==> src/rtl/image_bram_reader.sv <==
// ---------------------------------------------------------------------------
// image_bram_reader
//   Purpose     : scans an image memory read port from address 0 to
//                 ADDR_DEPTH-1 once per start and re-times the returned pixels
//                 into a valid/ready stream for the display driver.
//   Latency     : start_i in cycle 0 -> rd_en_o in cycle 1 -> first
//                 pix_valid_o in cycle RD_LATENCY+2; one pixel per cycle
//                 sustained while pix_ready_i stays high.
//   Backpressure: reads are only issued while the FIFO occupancy plus the
//                 reads still in flight is below FIFO_DEPTH, so a stalled
//                 consumer stops the address walk without losing or
//                 repeating a pixel.
//
// Ports
//   clk_i, rst_i          : clock, synchronous active-high reset
//   start_i               : begin one frame scan (honoured only when idle)
//   busy_o, done_o        : frame in progress / one-cycle end-of-frame pulse
//   rd_clk_en_o, rd_en_o  : memory clock enable and read request (identical)
//   rd_addr_o, rd_data_i  : memory address out, data back RD_LATENCY later
//   pix_data_o            : pixel at FIFO head
//   pix_valid_o           : pixel available
//   pix_ready_i           : consumer accepts (transfer = valid & ready)
//   pix_first_o           : head pixel came from address 0
//   pix_last_o            : head pixel came from address ADDR_DEPTH-1
// ---------------------------------------------------------------------------
module image_bram_reader #(
  parameter int ADDR_DEPTH = 16384,
  parameter int DATA_WIDTH = 16,
  parameter int ADDR_WIDTH = $clog2(ADDR_DEPTH),
  parameter int RD_LATENCY = 1,
  parameter int FIFO_DEPTH = 4
) (
  input  logic                  clk_i,
  input  logic                  rst_i,
  input  logic                  start_i,
  output logic                  busy_o,
  output logic                  done_o,
  output logic                  rd_clk_en_o,
  output logic                  rd_en_o,
  output logic [ADDR_WIDTH-1:0] rd_addr_o,
  input  logic [DATA_WIDTH-1:0] rd_data_i,
  output logic [DATA_WIDTH-1:0] pix_data_o,
  output logic                  pix_valid_o,
  input  logic                  pix_ready_i,
  output logic                  pix_first_o,
  output logic                  pix_last_o
);

  localparam int PTR_W = (FIFO_DEPTH > 1) ? $clog2(FIFO_DEPTH) : 1;
  localparam int CNT_W = $clog2(FIFO_DEPTH + 1);
  localparam int SUM_W = CNT_W + 1;
  localparam logic [ADDR_WIDTH-1:0] LAST_ADDR = ADDR_WIDTH'(ADDR_DEPTH - 1);

  // -------------------------------------------------------------------------
  // Elaboration-time parameter sanity
  // -------------------------------------------------------------------------
  if (RD_LATENCY < 0 || RD_LATENCY > 2) begin : g_bad_latency
    $error("image_bram_reader: RD_LATENCY must be 0, 1 or 2");
  end

  // Below RD_LATENCY+2 entries the credit loop cannot cover the read latency
  // and the stream would bubble; non power-of-two depths break pointer wrap.
  if ((FIFO_DEPTH < RD_LATENCY + 2) ||
      ((FIFO_DEPTH & (FIFO_DEPTH - 1)) != 0)) begin : g_bad_fifo_depth
    $error("image_bram_reader: FIFO_DEPTH must be a power of two >= RD_LATENCY+2");
  end

  // -------------------------------------------------------------------------
  // Declarations
  // -------------------------------------------------------------------------
  typedef enum logic [1:0] {
    S_IDLE  = 2'd0,
    S_FETCH = 2'd1,
    S_DRAIN = 2'd2
  } state_t;

  state_t                  r_state;
  logic [ADDR_WIDTH-1:0]   r_addr;
  logic                    r_done;
  logic [CNT_W-1:0]        r_inflight;
  logic [CNT_W-1:0]        r_count;
  logic [PTR_W-1:0]        r_wptr;
  logic [PTR_W-1:0]        r_rptr;
  logic [DATA_WIDTH-1:0]   r_fifo_dat [FIFO_DEPTH];
  logic [FIFO_DEPTH-1:0]   r_fifo_first;
  logic [FIFO_DEPTH-1:0]   r_fifo_last;

  logic [SUM_W-1:0]        w_used;
  logic                    w_rd_en;
  logic                    w_req_first;
  logic                    w_req_last;
  logic                    w_push;
  logic                    w_push_first;
  logic                    w_push_last;
  logic                    w_valid;
  logic                    w_pop;
  logic                    w_head_first;
  logic                    w_head_last;

  // -------------------------------------------------------------------------
  // Credit check: every read already issued owns a FIFO slot, whether its
  // data has landed or is still inside the memory pipeline.
  // -------------------------------------------------------------------------
  assign w_used      = SUM_W'(r_count) + SUM_W'(r_inflight);
  assign w_rd_en     = (r_state == S_FETCH) && (w_used < SUM_W'(FIFO_DEPTH));
  assign w_req_first = (r_addr == '0);
  assign w_req_last  = (r_addr == LAST_ADDR);

  // -------------------------------------------------------------------------
  // Read-latency alignment of the {valid, first, last} tags
  // -------------------------------------------------------------------------
  if (RD_LATENCY == 0) begin : g_lat0
    // Asynchronous read: data is already on rd_data_i in the issue cycle.
    assign w_push       = w_rd_en;
    assign w_push_first = w_rd_en & w_req_first;
    assign w_push_last  = w_rd_en & w_req_last;
  end else begin : g_latn
    logic [RD_LATENCY-1:0] r_pipe_vld;
    logic [RD_LATENCY-1:0] r_pipe_first;
    logic [RD_LATENCY-1:0] r_pipe_last;

    always_ff @(posedge clk_i) begin
      if (rst_i) begin
        r_pipe_vld   <= '0;
        r_pipe_first <= '0;
        r_pipe_last  <= '0;
      end else begin
        r_pipe_vld[0]   <= w_rd_en;
        r_pipe_first[0] <= w_rd_en & w_req_first;
        r_pipe_last[0]  <= w_rd_en & w_req_last;
        for (int k = 1; k < RD_LATENCY; k++) begin
          r_pipe_vld[k]   <= r_pipe_vld[k-1];
          r_pipe_first[k] <= r_pipe_first[k-1];
          r_pipe_last[k]  <= r_pipe_last[k-1];
        end
      end
    end

    // The tag leaving the last stage marks the cycle rd_data_i is valid.
    assign w_push       = r_pipe_vld[RD_LATENCY-1];
    assign w_push_first = r_pipe_first[RD_LATENCY-1];
    assign w_push_last  = r_pipe_last[RD_LATENCY-1];
  end

  // Reads issued whose data has not been written into the FIFO yet. With
  // RD_LATENCY=0 issue and write coincide, so this stays at zero.
  always_ff @(posedge clk_i) begin
    if (rst_i) begin
      r_inflight <= '0;
    end else begin
      case ({w_rd_en, w_push})
        2'b10:   r_inflight <= r_inflight + 1'b1;
        2'b01:   r_inflight <= r_inflight - 1'b1;
        default: r_inflight <= r_inflight;
      endcase
    end
  end

  // -------------------------------------------------------------------------
  // First-word-fall-through output FIFO
  // -------------------------------------------------------------------------
  assign w_valid      = (r_count != '0);
  assign w_pop        = w_valid & pix_ready_i;
  assign w_head_first = r_fifo_first[r_rptr];
  assign w_head_last  = r_fifo_last[r_rptr];

  // Storage needs no reset: occupancy is tracked by r_count and the outputs
  // are gated by it.
  always_ff @(posedge clk_i) begin
    if (w_push) begin
      r_fifo_dat[r_wptr]   <= rd_data_i;
      r_fifo_first[r_wptr] <= w_push_first;
      r_fifo_last[r_wptr]  <= w_push_last;
    end
  end

  always_ff @(posedge clk_i) begin
    if (rst_i) begin
      r_wptr  <= '0;
      r_rptr  <= '0;
      r_count <= '0;
    end else begin
      if (w_push) begin
        r_wptr <= r_wptr + 1'b1;
      end
      if (w_pop) begin
        r_rptr <= r_rptr + 1'b1;
      end
      case ({w_push, w_pop})
        2'b10:   r_count <= r_count + 1'b1;
        2'b01:   r_count <= r_count - 1'b1;
        default: r_count <= r_count;
      endcase
    end
  end

  // -------------------------------------------------------------------------
  // Frame FSM and address walker
  // -------------------------------------------------------------------------
  always_ff @(posedge clk_i) begin
    if (rst_i) begin
      r_state <= S_IDLE;
      r_addr  <= '0;
      r_done  <= 1'b0;
    end else begin
      r_done <= 1'b0;
      case (r_state)
        S_IDLE: begin
          // The done cycle is itself IDLE; a start there is deliberately
          // dropped so a frame restart always needs a fresh cycle.
          if (start_i && !r_done) begin
            r_state <= S_FETCH;
            r_addr  <= '0;
          end
        end
        S_FETCH: begin
          if (w_rd_en) begin
            if (w_req_last) begin
              // Address stays at the final value; no wrap inside a frame.
              r_state <= S_DRAIN;
            end else begin
              r_addr <= r_addr + 1'b1;
            end
          end
        end
        S_DRAIN: begin
          // The last-tagged pixel can only reach the head after the final
          // read was issued, so it always leaves the FIFO in this state.
          if (w_pop && w_head_last) begin
            r_state <= S_IDLE;
            r_done  <= 1'b1;
          end
        end
        default: begin
          r_state <= S_IDLE;
        end
      endcase
    end
  end

  // -------------------------------------------------------------------------
  // Outputs
  // -------------------------------------------------------------------------
  assign busy_o      = (r_state != S_IDLE);
  assign done_o      = r_done;
  assign rd_en_o     = w_rd_en;
  assign rd_clk_en_o = w_rd_en;
  assign rd_addr_o   = r_addr;

  // Head fields are forced to zero when empty so stale RAM never shows.
  assign pix_valid_o = w_valid;
  assign pix_data_o  = w_valid ? r_fifo_dat[r_rptr] : '0;
  assign pix_first_o = w_valid & w_head_first;
  assign pix_last_o  = w_valid & w_head_last;

endmodule

==> config.mk <==
export PLATFORM = sky130hd
export DESIGN_NAME = image_bram_reader
export DESIGN_NICKNAME = d
export VERILOG_FILES = /design/src/rtl/image_bram_reader.sv
export SDC_FILE = /design/constraint.sdc
export NUM_CORES = 1
export LEC_CHECK = 0
export ABC_AREA = 1
export CORE_MARGIN = 1
export CORE_UTILIZATION = 50
export DETAILED_ROUTE_END_ITERATION = 7
export PLACE_DENSITY = 0.85
export RECOVER_POWER = 25
export SETUP_SLACK_MARGIN = 0.05
export SKIP_LAST_GASP = 1
export SYNTH_ARGS = -nofsm -noshare
export SYNTH_HDL_FRONTEND = slang
export SYNTH_SLANG_ARGS = --single-unit
==> constraint.sdc <==
create_clock -name clk_i -period 2.1 [get_ports clk_i]
set_clock_uncertainty 0.15 [all_clocks]
set_input_delay 0.315 -clock clk_i [delete_from_list [all_inputs] [get_ports clk_i]]
set_output_delay 0.315 -clock clk_i [all_outputs]
set_load 0.05 [all_outputs]
==> run metrics <==
outcome finished with violations; failing checks negative setup slack; GR Util All Layers 0.242; hold_sp g_latn.r_pipe_first$_SDFF_PP0_; unrepaired setup endpoints after global routing true; Final setup viols 3; Fill cells 624; Avg Cell Area, Syn 9.41 sq um; area of the multi-input gates 0.00199 sq mm; final setup margin -0.0254 ns; Via Count 3850; largest net degree at the start of global routing 21; Cells on Worst Hold Path 0; layout cells sized above 1 0.312; reg2reg path depth 11; drt drc 0; P per Cell Area 1250 mW/mm^2; CTS root buffer clkbuf_8; CP max FO 2; Hold Crit Class flip-flop to flip-flop; Core Area 0.00920 sq mm; DR WL/cell 17.2 microns; synth-to-layout area growth 35.6%; # H-tree levels 3; CP startpoint kind flip-flop; Max Buffers Root-to-Sink 2; Final ANT Viol Nets 0; CTS tree built; port bufs 56; Die ar. 0.00988 sq mm; internal reg-to-reg setup slack -0.03 ns; clock transition at the registers of the reported paths 0.11 ns; CP max stage cell fa_2; Clk pwr share 0.167; non-filler cells, final 707; Synth cell types 31; Sw Share 0.431; Die W 99.4 microns; Vias/cell 5.45; share of the yosys chip area belonging to registers 0.591; vias in the first global route 3803; Iteration-0 DRC Markers 153; Slew headroom 0.666; Worst Tran Pin Value 0.500 ns; first-pass GRT wire length 18200 microns; Peak VDD IR 0.710 mV; post-route setup TNS -0.0466 ns; buffers and inverters on the worst path 2; Synth Cell Area 0.00474 sq mm; Power, Total 8.06 mW; row cnt 35; kind of critical path flip-flop to flip-flop; Mapped Cells 504; CP Capture Type flip-flop; LEAKAGE 2.53 nW; largest stage delay on the critical path 0.43 ns; synth warn 0; Critical Path RT 2.25 ns; initial core utilization 0.516; Final Hold Fails 0; crit share post-route 1.01; Int Pwr 4.58 mW; FF/Latch Area 0.00282 sq mm; dpl cells 674; Fmax achieved 0.471 GHz; clock buffer count from CTS 9; GRT overflow 0; routability cong. 0.972; Gate power share 0.519; NumNets Final 623; io pins 57; drt pass-1 iters 5; register bit total from synthesis 104; die height 99.4 microns; Total Wirelength 12100 microns; post-detail-place hpwl 7150 microns; antenna violations before repair 0; clock sinks 104; Slew Limit Fails 0; Worst Hold End r_fifo_first[3]$_DFFE_PP_; maxcap violations 0; Critical R2R Capture r_inflight[1]$_SDFFE_PP0P_; minimum clock period after layout 2.13 ns; Mapped Nets 536; sequential share of power 0.314; Clock Latency Late Sink 0.37 ns; CP cell instances ha_4 -> nor2_4 -> nand3_2 -> nor2_4 -> inv_2 -> ha_4 -> inv_4 -> fa_2 -> nor2_2 -> a21oi_2 -> nor2_2; Worst EP arrival 2.28 ns; antenna fix cells 0; family with the most delay on the worst path adder cells; Switch Pwr 3.48 mW; cts hold-fix bufs 0; worst reg2reg path startpoint r_count[2]$_SDFFE_PP0P_
==> power groups by stage <==
stage	logic [mW]	registers (mW)	clock network [mW]
after floorplan	2.10	2.52	0
after detailed placement	3.09	2.52	0
after CTS	3.68	2.52	1.34
after global placement	3.00	2.52	0
after global routing	4.38	2.55	1.44
final	4.19	2.53	1.34
==> cell usage after synthesis, drive strengths merged <==
| cell | count | area share |
|---|---|---|
| nand2 | 74 | 0.063 |
| nor3b | 1 | 0.0016 |
| fa | 2 | 0.0084 |
| or2 | 1 | 0.0013 |
| o21ai | 49 | 0.052 |
| ha | 10 | 0.026 |
| clkbuf | 10 | 0.0079 |
| nand4 | 5 | 0.0066 |
| nor2 | 114 | 0.10 |
| buf | 9 | 0.012 |
| dfxtp | 32 | 0.14 |
| o31ai | 1 | 0.0016 |
| nor3 | 3 | 0.0032 |
| edfxtp | 72 | 0.46 |
| a21oi | 39 | 0.042 |
| inv | 56 | 0.044 |
| nand3 | 23 | 0.033 |
| nor4 | 3 | 0.0053 |
==> worst reg2reg max path: stages, from the launching register on <==
cell     delay, ns
dfxtp_2       0.35
ha_4          0.24
nor2_4        0.10
nand3_2       0.10
nor2_4        0.15
inv_2         0.07
ha_4          0.16
inv_4         0.05
fa_2          0.43
nor2_2        0.13
a21oi_2       0.05
nor2_2        0.09
==> sequential cells by signal, summed over array words and instances, names as in the netlist, named ones only <==
| register | cells |
|---|---|
| r_fifo_dat | 64 |
| rd_addr_o | 14 |
| r_fifo_first | 4 |
| r_fifo_last | 4 |
| r_count | 3 |
| r_inflight | 3 |
| r_rptr | 2 |
| r_state | 2 |
| r_wptr | 2 |
| done_o | 1 |
| g_latn.r_pipe_first | 1 |
| g_latn.r_pipe_last | 1 |
| g_latn.r_pipe_vld | 1 |
==> worst max path at each step <==
stage                          startpoint                         end  slack [ns]  cells past startpoint
2_1_floorplan  r_inflight[2]$_SDFFE_PP0P_  r_inflight[1]$_SDFFE_PP0P_       -0.12                     11
3_3_place_gp                  pix_ready_i     r_count[2]$_SDFFE_PP0P_       -0.13                     10
3_5_place_dp                  pix_ready_i     r_count[2]$_SDFFE_PP0P_       -0.27                     10
4_1_cts                         flip-flop               pix_data_o[5]       -0.06                      6
5_1_grt                         flip-flop               pix_data_o[1]        -0.1                      5
6_report          r_count[2]$_SDFFE_PP0P_  r_inflight[1]$_SDFFE_PP0P_       -0.03                     11
==> stage by stage <==
step                      hold slack (ns)  cell area, sq um  setup slack [ns]  utilization
after floorplan                     0.264              4830            -0.116            -
after global placement              0.295              5590            -0.127        0.608
after detailed placement            0.319              5590            -0.275        0.608
after CTS                           0.330              6100           -0.0579        0.664
after global routing                0.342              6430           -0.0970        0.700
final                               0.329              6430           -0.0254        0.700
==> layer usage <==
metal	share of wire	up-vias	track usage	routed length, microns
met5	0	-	0	0
met4	0.013	0	0.0905	152
met3	0.051	16	0.0436	616
met2	0.56	130	0.453	6760
met1	0.38	1863	0.274	4600
li1	-	1841	-	-
==> kinds of logic after synthesis <==
family	after synthesis	share of synthesized area
fa+ha+maj	12	0.0348
simple gates	224	0.214
flops	104	0.591
compound gates	89	0.0952
buf+inv	75	0.0646
==> cell type report <==
cell class | count | area share
inverters | 56 | 0.0348
clock buffers | 9 | 0.0193
flip-flops and latches | 104 | 0.438
multi-input cells | 325 | 0.310
well taps | 111 | 0.0216
clock inverters | 7 | 0.0142
repair buffers | 95 | 0.162
==> layout by cell type (no fill, tap or decap), drive strengths merged <==
cell | netlist | routed
nor2 | 114 | 114
nand2 | 74 | 74
edfxtp | 72 | 72
buf | 9 | 62
inv | 56 | 59
o21ai | 49 | 49
a21oi | 39 | 39
dfxtp | 32 | 32
nand3 | 23 | 23
dlygate4sd3 | 0 | 12
clkbuf | 10 | 10
ha | 10 | 10
dlygate4sd2 | 0 | 9
clkdlybuf4s50 | 0 | 8
nand4 | 5 | 5
dlymetal6s2s | 0 | 3
nor3 | 3 | 3
nor4 | 3 | 3
clkinvlp | 0 | 2
fa | 2 | 2
clkinv | 0 | 1
o31ai | 1 | 1
nor3b | 1 | 1
or2 | 1 | 1
bufinv | 0 | 1
==> timing repair <==
action | CTS | global route
pin swaps | 13 | 26
gates cloned | 2 | 0
setup endpoints to repair | 33 | 35
buffers inserted | 9 | 7
hold endpoints to repair | 0 | 0
resized for setup | 56 | 96
(Power assumes the default switching activity.)
